$ cat src/rtl/hamming_sequencer.sv
// rtl/hamming_sequencer.sv - Hamming(7,4) demo sequencer: encode, inject, check, correct, show
module hamming_sequencer #(
    parameter int SHOW_CYCLES = 27_000_000
) (
    input  logic       clk,
    input  logic       rst,
    input  logic       start_i,
    input  logic [3:0] data_i,
    input  logic [2:0] err_pos_i,
    output logic [3:0] enc_data_o,
    input  logic [6:0] enc_word_i,
    output logic [6:0] chk_word_o,
    input  logic [2:0] syndrome_i,
    output logic       busy_o,
    output logic       done_o,
    output logic [6:0] result_word_o,
    output logic [3:0] data_out_o,
    output logic [2:0] syndrome_o,
    output logic       err_flag_o
);

    localparam int CW = (SHOW_CYCLES > 1) ? $clog2(SHOW_CYCLES) : 1;

    typedef enum logic [2:0] {
        S_IDLE    = 3'd0,
        S_LOAD    = 3'd1,
        S_ENCODE  = 3'd2,
        S_INJECT  = 3'd3,
        S_CHECK   = 3'd4,
        S_CORRECT = 3'd5,
        S_SHOW    = 3'd6
    } state_t;

    state_t        r_state;
    state_t        w_next;
    logic [CW-1:0] r_cnt;
    logic [3:0]    r_data;
    logic [2:0]    r_pos;
    logic [6:0]    r_word;
    logic [2:0]    r_syn;
    logic [3:0]    r_enc_data;
    logic [6:0]    r_chk_word;
    logic [6:0]    r_result;
    logic [3:0]    r_data_out;
    logic [2:0]    r_syndrome;
    logic          r_err_flag;
    logic          r_done;
    logic          w_start_ok;
    logic [6:0]    w_injected;
    logic [6:0]    w_corrected;

    // Position 0 means "no bit"; 1..7 select codeword bit pos-1.
    function automatic logic [6:0] bit_mask(input logic [2:0] pos);
        if (pos == 3'd0)
            bit_mask = 7'd0;
        else
            bit_mask = 7'd1 << (pos - 3'd1);
    endfunction

    assign w_start_ok  = start_i && ((r_state == S_IDLE) || (r_state == S_SHOW));
    assign w_injected  = r_word ^ bit_mask(r_pos);
    assign w_corrected = r_word ^ bit_mask(r_syn);

    always_ff @(posedge clk) begin
        if (rst)
            r_state <= S_IDLE;
        else
            r_state <= w_next;
    end

    always_comb begin
        w_next = r_state;
        case (r_state)
            S_IDLE:    if (start_i) w_next = S_LOAD;
            S_LOAD:    w_next = S_ENCODE;
            S_ENCODE:  w_next = S_INJECT;
            S_INJECT:  w_next = S_CHECK;
            S_CHECK:   w_next = S_CORRECT;
            S_CORRECT: w_next = S_SHOW;
            S_SHOW: begin
                if (start_i)
                    w_next = S_LOAD;
                else if (r_cnt == '0)
                    w_next = S_IDLE;
            end
            default:   w_next = S_IDLE;
        endcase
    end

    // Drive registers update one state ahead so each combinational path gets a full cycle.
    always_ff @(posedge clk) begin
        if (rst) begin
            r_cnt      <= '0;
            r_data     <= '0;
            r_pos      <= '0;
            r_word     <= '0;
            r_syn      <= '0;
            r_enc_data <= '0;
            r_chk_word <= '0;
            r_result   <= '0;
            r_data_out <= '0;
            r_syndrome <= '0;
            r_err_flag <= 1'b0;
            r_done     <= 1'b0;
        end else begin
            r_done <= (r_state == S_CORRECT);
            if (w_start_ok) begin
                r_data <= data_i;
                r_pos  <= err_pos_i;
            end
            case (r_state)
                S_LOAD:   r_enc_data <= r_data;
                S_ENCODE: r_word <= enc_word_i;
                S_INJECT: begin
                    r_word     <= w_injected;
                    r_chk_word <= w_injected;
                end
                S_CHECK:  r_syn <= syndrome_i;
                S_CORRECT: begin
                    r_result   <= w_corrected;
                    r_data_out <= {w_corrected[6:4], w_corrected[2]};
                    r_syndrome <= r_syn;
                    r_err_flag <= |r_syn;
                    r_cnt      <= CW'(SHOW_CYCLES - 1);
                end
                S_SHOW:   if (r_cnt != '0) r_cnt <= r_cnt - CW'(1);
                default:  ;
            endcase
        end
    end

    assign enc_data_o    = r_enc_data;
    assign chk_word_o    = r_chk_word;
    assign busy_o        = (r_state == S_LOAD) || (r_state == S_ENCODE) || (r_state == S_INJECT) ||
                           (r_state == S_CHECK) || (r_state == S_CORRECT);
    assign done_o        = r_done;
    assign result_word_o = r_result;
    assign data_out_o    = r_data_out;
    assign syndrome_o    = r_syndrome;
    assign err_flag_o    = r_err_flag;

endmodule

$ cat config.mk
export PLATFORM = sky130hd
export DESIGN_NAME = hamming_sequencer
export DESIGN_NICKNAME = d
export VERILOG_FILES = /design/src/rtl/hamming_sequencer.sv
export SDC_FILE = /design/constraint.sdc
export NUM_CORES = 1
export LEC_CHECK = 0
export CORE_MARGIN = 1
export CORE_UTILIZATION = 51
export CTS_CLUSTER_DIAMETER = 50
export DETAILED_ROUTE_END_ITERATION = 10
export GPL_TIMING_DRIVEN = 0
export PLACE_DENSITY = 0.75
export SYNTH_ARGS = -nofsm -noshare
export SYNTH_HDL_FRONTEND = slang
export SYNTH_SLANG_ARGS = --single-unit
$ cat constraint.sdc
create_clock -name clk -period 4.48 [get_ports clk]
set_input_delay 0.448 -clock clk [delete_from_list [all_inputs] [get_ports clk]]
set_output_delay 0.448 -clock clk [all_outputs]
set_load 0.02 [all_outputs]
==> results.toml, run 1 <==
[outcome]
status = "complete, no violations"

[logic_synthesis]
syn-num-nets = 409
ys_warn_count = 0
ys_ff_latch = 68
yosysSeqAreaShare_pct = 40.2
synthTopCellsByArea = "dfxtp_1 40%, nor2_1 5.6%, a211oi_1 4.4%, mux2i_1 4.1%, a21oi_1 4.0%"
synth.avg_cell_area_um2 = 8.80
synth_edf_count = 0
synth_flop_cell = "dfxtp_1"
synth_top_area_share_pct = 40.2
synthDistinctLibCells = 54
async_flop_share_pct = 0
synthCells = 385
yosysTopAreaCell = "dfxtp_1"
netlist_area_um2 = 3390

[sta]
setup_viol = 0
timing.final.crit_period_ps = 2380
clock_skew_ps = 8.21
fmax_mhz = 421
maxSlewViolCount = 0
worst_pin_slew_ps = 708
min_period_over_period_pct = 53.0
max_slew_margin_pct = 52.4
rsz0062_at_grt = "no"
tns_ps = 0
timing.final.hold_violations = 0

[clocking]
clock_latency_ps = 340
cts_buffers = 9
cts.path.max_buffers = 2
ctsHoldBuffers = 0
h-tree-depth = 3
cts.sinks = 68
cts-root-buf = "clkbuf_8"
cts_resized = 0
cts.clk_slew.worst_paths_ps = 70
cts_setup_buffers = 0
cts_tree = "done"

[power]
p_leak_uw = 0.00148
ir_worst_vdd_mv = 0.234
powerDensity_nw_per_um2 = 343

[critical_path]
arrival_ps = 2650
max_stage_delay_ps = 660
path_buf_inv = 0
critPathKind = "flop to flop"
cp-end-kind = "flop"
path_max_fanout = 8
crit_top_cell = "or4_1"
cp_slowest_cell = "nor4_1"
required_ps = 4760
cp_top_family = "simple AND/OR/NAND/NOR gates"
cp_cell_sequence = "nor4_1 > nand3_1 > or4_1 > or4_1 > a21oi_1"
start_kind = "flop"

[final_layout]
final_cell_mix = "68 x dfxtp_1, 51 x nor2_1, 47 x clkdlybuf4s50_1, 27 x a21oi_1, 22 x clkbuf_1"
diodes = 0
layout.nets = 467
mostFrequentLayoutCell = "dfxtp_1"
multiInputGateArea_um2 = 1810
area.growth.synth_to_final_pct = 22.7
regArea_um2 = 1360
n_fill_cell = 546
drive_above_1_share_pct = 11.4
stdcell_count = 525

[detailed_routing]
ant_nets = 0
dr_total_vias = 2982
firstDrtPassIters = 4
wirelength_um = 7710
via_per_inst = 5.68
drc = 0
drt-initial-drc-count = 117
wl_per_cell_um = 14.7

[global_route]
grt_pass1_wl_um = 13000
grt_use_total_pct = 23.3
grt_pass1_vias = 2773
antenna_found_initial = 0
gr-total-overflow = 0
grt_max_degree = 12

[place]
port_buffers = 47
place_hpwl_um = 5530
place_congestion = 0.856
placed_cells = 509

[floorplan]
start_util_pct = 53.1
floorplan.die.width_um = 83.5
core_area_um2 = 6390
dieHeight_um = 83.5
dieArea_um2 = 6980
num_rows = 29
ios = 48

[run]
maxCapViolCount = 0

[min_path]
hp-class = "flop to flop"
layer usage:
layer	part of all wire (%)	global-route usage, %	wire length (um)
met1	51	32.4	3920
met2	44	35.4	3360
met3	4.1	4.15	316
met4	1.4	10.5	106
met5	0	0	0
state kept, by name (all words and copies together), names as in the netlist:
signal and flops:
chk_word_o 7, done_o 1, enc_data_o 4, err_flag_o 1, r_cnt 25, r_data 4, r_pos 3, r_state 3
r_syn 3, r_word 7, result_word_o 7, syndrome_o 3
cell usage after synthesis, types with 4 or more instances:
library cell	number
a211oi_1	20
a21o_1	4
a21oi_1	27
a2bb2oi_1	4
a31oi_1	9
buf_4	4
clkbuf_1	21
dfxtp_1	68
ha_1	4
inv_1	6
mux2i_1	14
nand2_1	15
nand3_1	6
nand3b_1	5
nor2_1	51
nor3_1	15
nor4_1	5
o21ai_1	4
o31ai_1	10
or3_1	8
or3_2	5
or4_1	6
or4_2	6
xnor2_1	13
xor2_1	9
cell type report:
| type | instances | share of cell area (%) |
|---|---|---|
| Multi-Input combinational cell | 279 | 43.5 |
| Sequential cell | 68 | 32.7 |
| Timing Repair Buffer | 47 | 11.3 |
| Buffer | 32 | 4.75 |
| Clock buffer | 12 | 3.73 |
| Tap cell | 77 | 2.32 |
| Clock inverter | 4 | 1.14 |
| Inverter | 6 | 0.542 |
final timing paths:
kind / start / endpoint / slack (ps) / cells after the start
max: r_cnt[6]$_SDFFE_PP0P_ / r_cnt[22]$_SDFFE_PP0P_ / 2100 / 5
min: syndrome_o[2]$_SDFFE_PP0P_ / syndrome_o[2]$_SDFFE_PP0P_ / 460 / 2
max reg2reg: r_cnt[6]$_SDFFE_PP0P_ / r_cnt[22]$_SDFFE_PP0P_ / 2100 / 5
min reg2reg: syndrome_o[2]$_SDFFE_PP0P_ / syndrome_o[2]$_SDFFE_PP0P_ / 460 / 2
metrics by stage:
| step | hold slack, ps | setup slack (ps) | total power (uW) | instance area, um2 | utilization, % |
|---|---|---|---|---|---|
| after floorplan | 443 | 2380 | 840 | 3390 | - |
| after global placement | 447 | 2210 | 914 | 3960 | 62.0 |
| after detailed placement | 455 | 2120 | 919 | 3960 | 62.0 |
| after CTS | 466 | 2110 | 1430 | 4160 | 65.1 |
| after global routing | 478 | 1900 | 1490 | 4160 | 65.1 |
| final | 462 | 2100 | 1430 | 4160 | 65.1 |
worst reg2reg max path, cell delays in order, from the launching register on:
cell,delay [ps]
dfxtp_1,370
nor4_1,660
nand3_1,250
or4_1,480
or4_1,410
a21oi_1,140
power by group:
group | internal, uW | switching [uW] | total (uW)
registers | 629 | 20.0 | 649
clock network | 286 | 232 | 518
logic | 114 | 146 | 259
total | 1030 | 398 | 1430
cells by family (layout without fill, tap and decap cells):
family          Yosys count  after routing  synth area share (%)
flops                    68             68                  40.2
xor+xnor                 22             22                  5.68
simple gates            146            146                  23.8
compound gates           93             93                  18.3
buf+inv                  38            101                  6.50
fa+ha+maj                 4              4                  1.48
mux                      14             14                  4.13
(Power assumes the default switching activity.)
==> run 2: changes to the inputs <==
- clock period: 4.48 -> 2.35 ns (I/O delays scaled with it)
==> results.toml, run 2 (synthesized netlist as in run 1, its figures left out) <==
[min_path]
min_path_cells = 2
hp-class = "flop to flop"

[clocking]
cts_tree = "done"
cts-root-buf = "clkbuf_8"
cts.sinks = 68
cts.clk_slew.worst_paths_ps = 70
h-tree-depth = 3
cts.path.max_buffers = 2
clock_latency_ps = 340
cts_buffers = 9
ctsHoldBuffers = 0

[final_layout]
utilization_pct = 65.5
diodes = 0
mostFrequentLayoutCell = "dfxtp_1"
layout.nets = 468
final_cell_mix = "67 x dfxtp_1, 51 x nor2_1, 47 x clkdlybuf4s50_1, 27 x a21oi_1, 21 x clkbuf_1"
drive_above_1_share_pct = 12.2
stdcell_count = 526
area.growth.synth_to_final_pct = 23.4
regMostFlops = "r_cnt"
n_fill_cell = 544
largest_reg_flops = 25

[global_route]
use_met1_pct = 32.6
met2_usage_pct = 35.4
grt_use_total_pct = 23.4
grt_pass1_vias = 2768
grt_max_degree = 12
antenna_found_initial = 0
gr-total-overflow = 0
busiest_layer = "met2"
gr-usage-met3_pct = 4.15
grt_pass1_wl_um = 13100

[critical_path]
path_max_fanout = 8
cp-end-kind = "flop"
critPathKind = "flop to flop"
arrival_ps = 2530
start_kind = "flop"
required_ps = 2610
reg2regPathDepth = 8

[floorplan]
start_util_pct = 53.1
core_area_um2 = 6390
floorplan.die.width_um = 83.5
ios = 48
num_rows = 29
dieArea_um2 = 6980
dieHeight_um = 83.5

[detailed_routing]
wirelength_um = 7690
firstDrtPassIters = 4
wl_per_cell_um = 14.6
drc = 0
via_per_inst = 5.72
drt-initial-drc-count = 140
dr_total_vias = 3007
ant_nets = 0

[power]
p_leak_uw = 0.00149
powerDensity_nw_per_um2 = 651
ir_worst_vdd_mv = 0.446

[run]
maxCapViolCount = 0

[sta]
timing.final.crit_period_ps = 2270
worst_pin_slew_ps = 591
min_period_over_period_pct = 96.6
fmax_mhz = 440
tns_ps = 0
clock_skew_ps = 8.76
setup_viol = 0
maxSlewViolCount = 0
max_slew_margin_pct = 60.3
timing.final.hold_violations = 0

[place]
place_congestion = 0.856
place_hpwl_um = 5530
placed_cells = 509
port_buffers = 47

[outcome]
status = "complete, no violations"
[run 2: cell count changes in the layout (fill, tap and decap cells not counted), sizes merged]
| cell | before | now |
|---|---|---|
| clkbuf | 36 | 35 |
| buf | 8 | 10 |
[run 2: where the power goes]
part           total, uW  internal, uW  switching, uW
combinational        492           216            276
clock                989           545            444
sequential          1240          1200           41.1
total               2720          1960            761
[run 2: timing repair]
action | in CTS | in global routing
setup endpoints to repair | 1 | 11
resized for setup | 1 | 2
cloned | 0 | 1
setup buffers | 0 | 1
[run 2: final timing paths]
path | start | end | slack, ps
max | r_cnt[0]$_SDFFE_PP0P_ | r_cnt[1]$_SDFFE_PP0P_ | 80
min | syndrome_o[2]$_SDFFE_PP0P_ | syndrome_o[2]$_SDFFE_PP0P_ | 460
max reg2reg | r_cnt[0]$_SDFFE_PP0P_ | r_cnt[1]$_SDFFE_PP0P_ | 80
min reg2reg | syndrome_o[2]$_SDFFE_PP0P_ | syndrome_o[2]$_SDFFE_PP0P_ | 460
[run 2: critical path, cell delays in order, from the launching register on]
cell      delay (ps)
dfxtp_1          360
inv_1            100
ha_1             150
or2b_2           320
or4b_4           560
o21ai_4          200
buf_6            170
nand2_2           60
a311oi_1         250
[run 2: through the flow]
stage	cell area (um2)	power [uW]	hold WS [ps]	setup WS, ps
detailed placement	3960	1750	455	-10.8
global route	4180	2840	478	-3.18
finish	4180	2720	462	79.4
floorplan	3390	1600	382	253
CTS	4170	2730	466	28.8
global placement	3960	1740	447	77.7
[run 2: final cells by class]
class | instances | area (um2) | share of cell area [%]
clock inverter | 4 | 47.5 | 1.14
multi-input combinational | 279 | 1820 | 43.6
clock buffer | 12 | 155 | 3.71
buffer | 31 | 194 | 4.64
timing repair buffer | 49 | 483 | 11.5
inverter | 6 | 22.5 | 0.538
tap | 77 | 96.3 | 2.30
sequential | 68 | 1360 | 32.6
[run 2: metal layers]
metal	share of wire, %	wire length (um)	up-vias
met2	43	3330	71
met3	4.9	375	15
met1	50	3810	1406
met5	0	0	-
li1	-	-	1515
met4	2.3	177	0
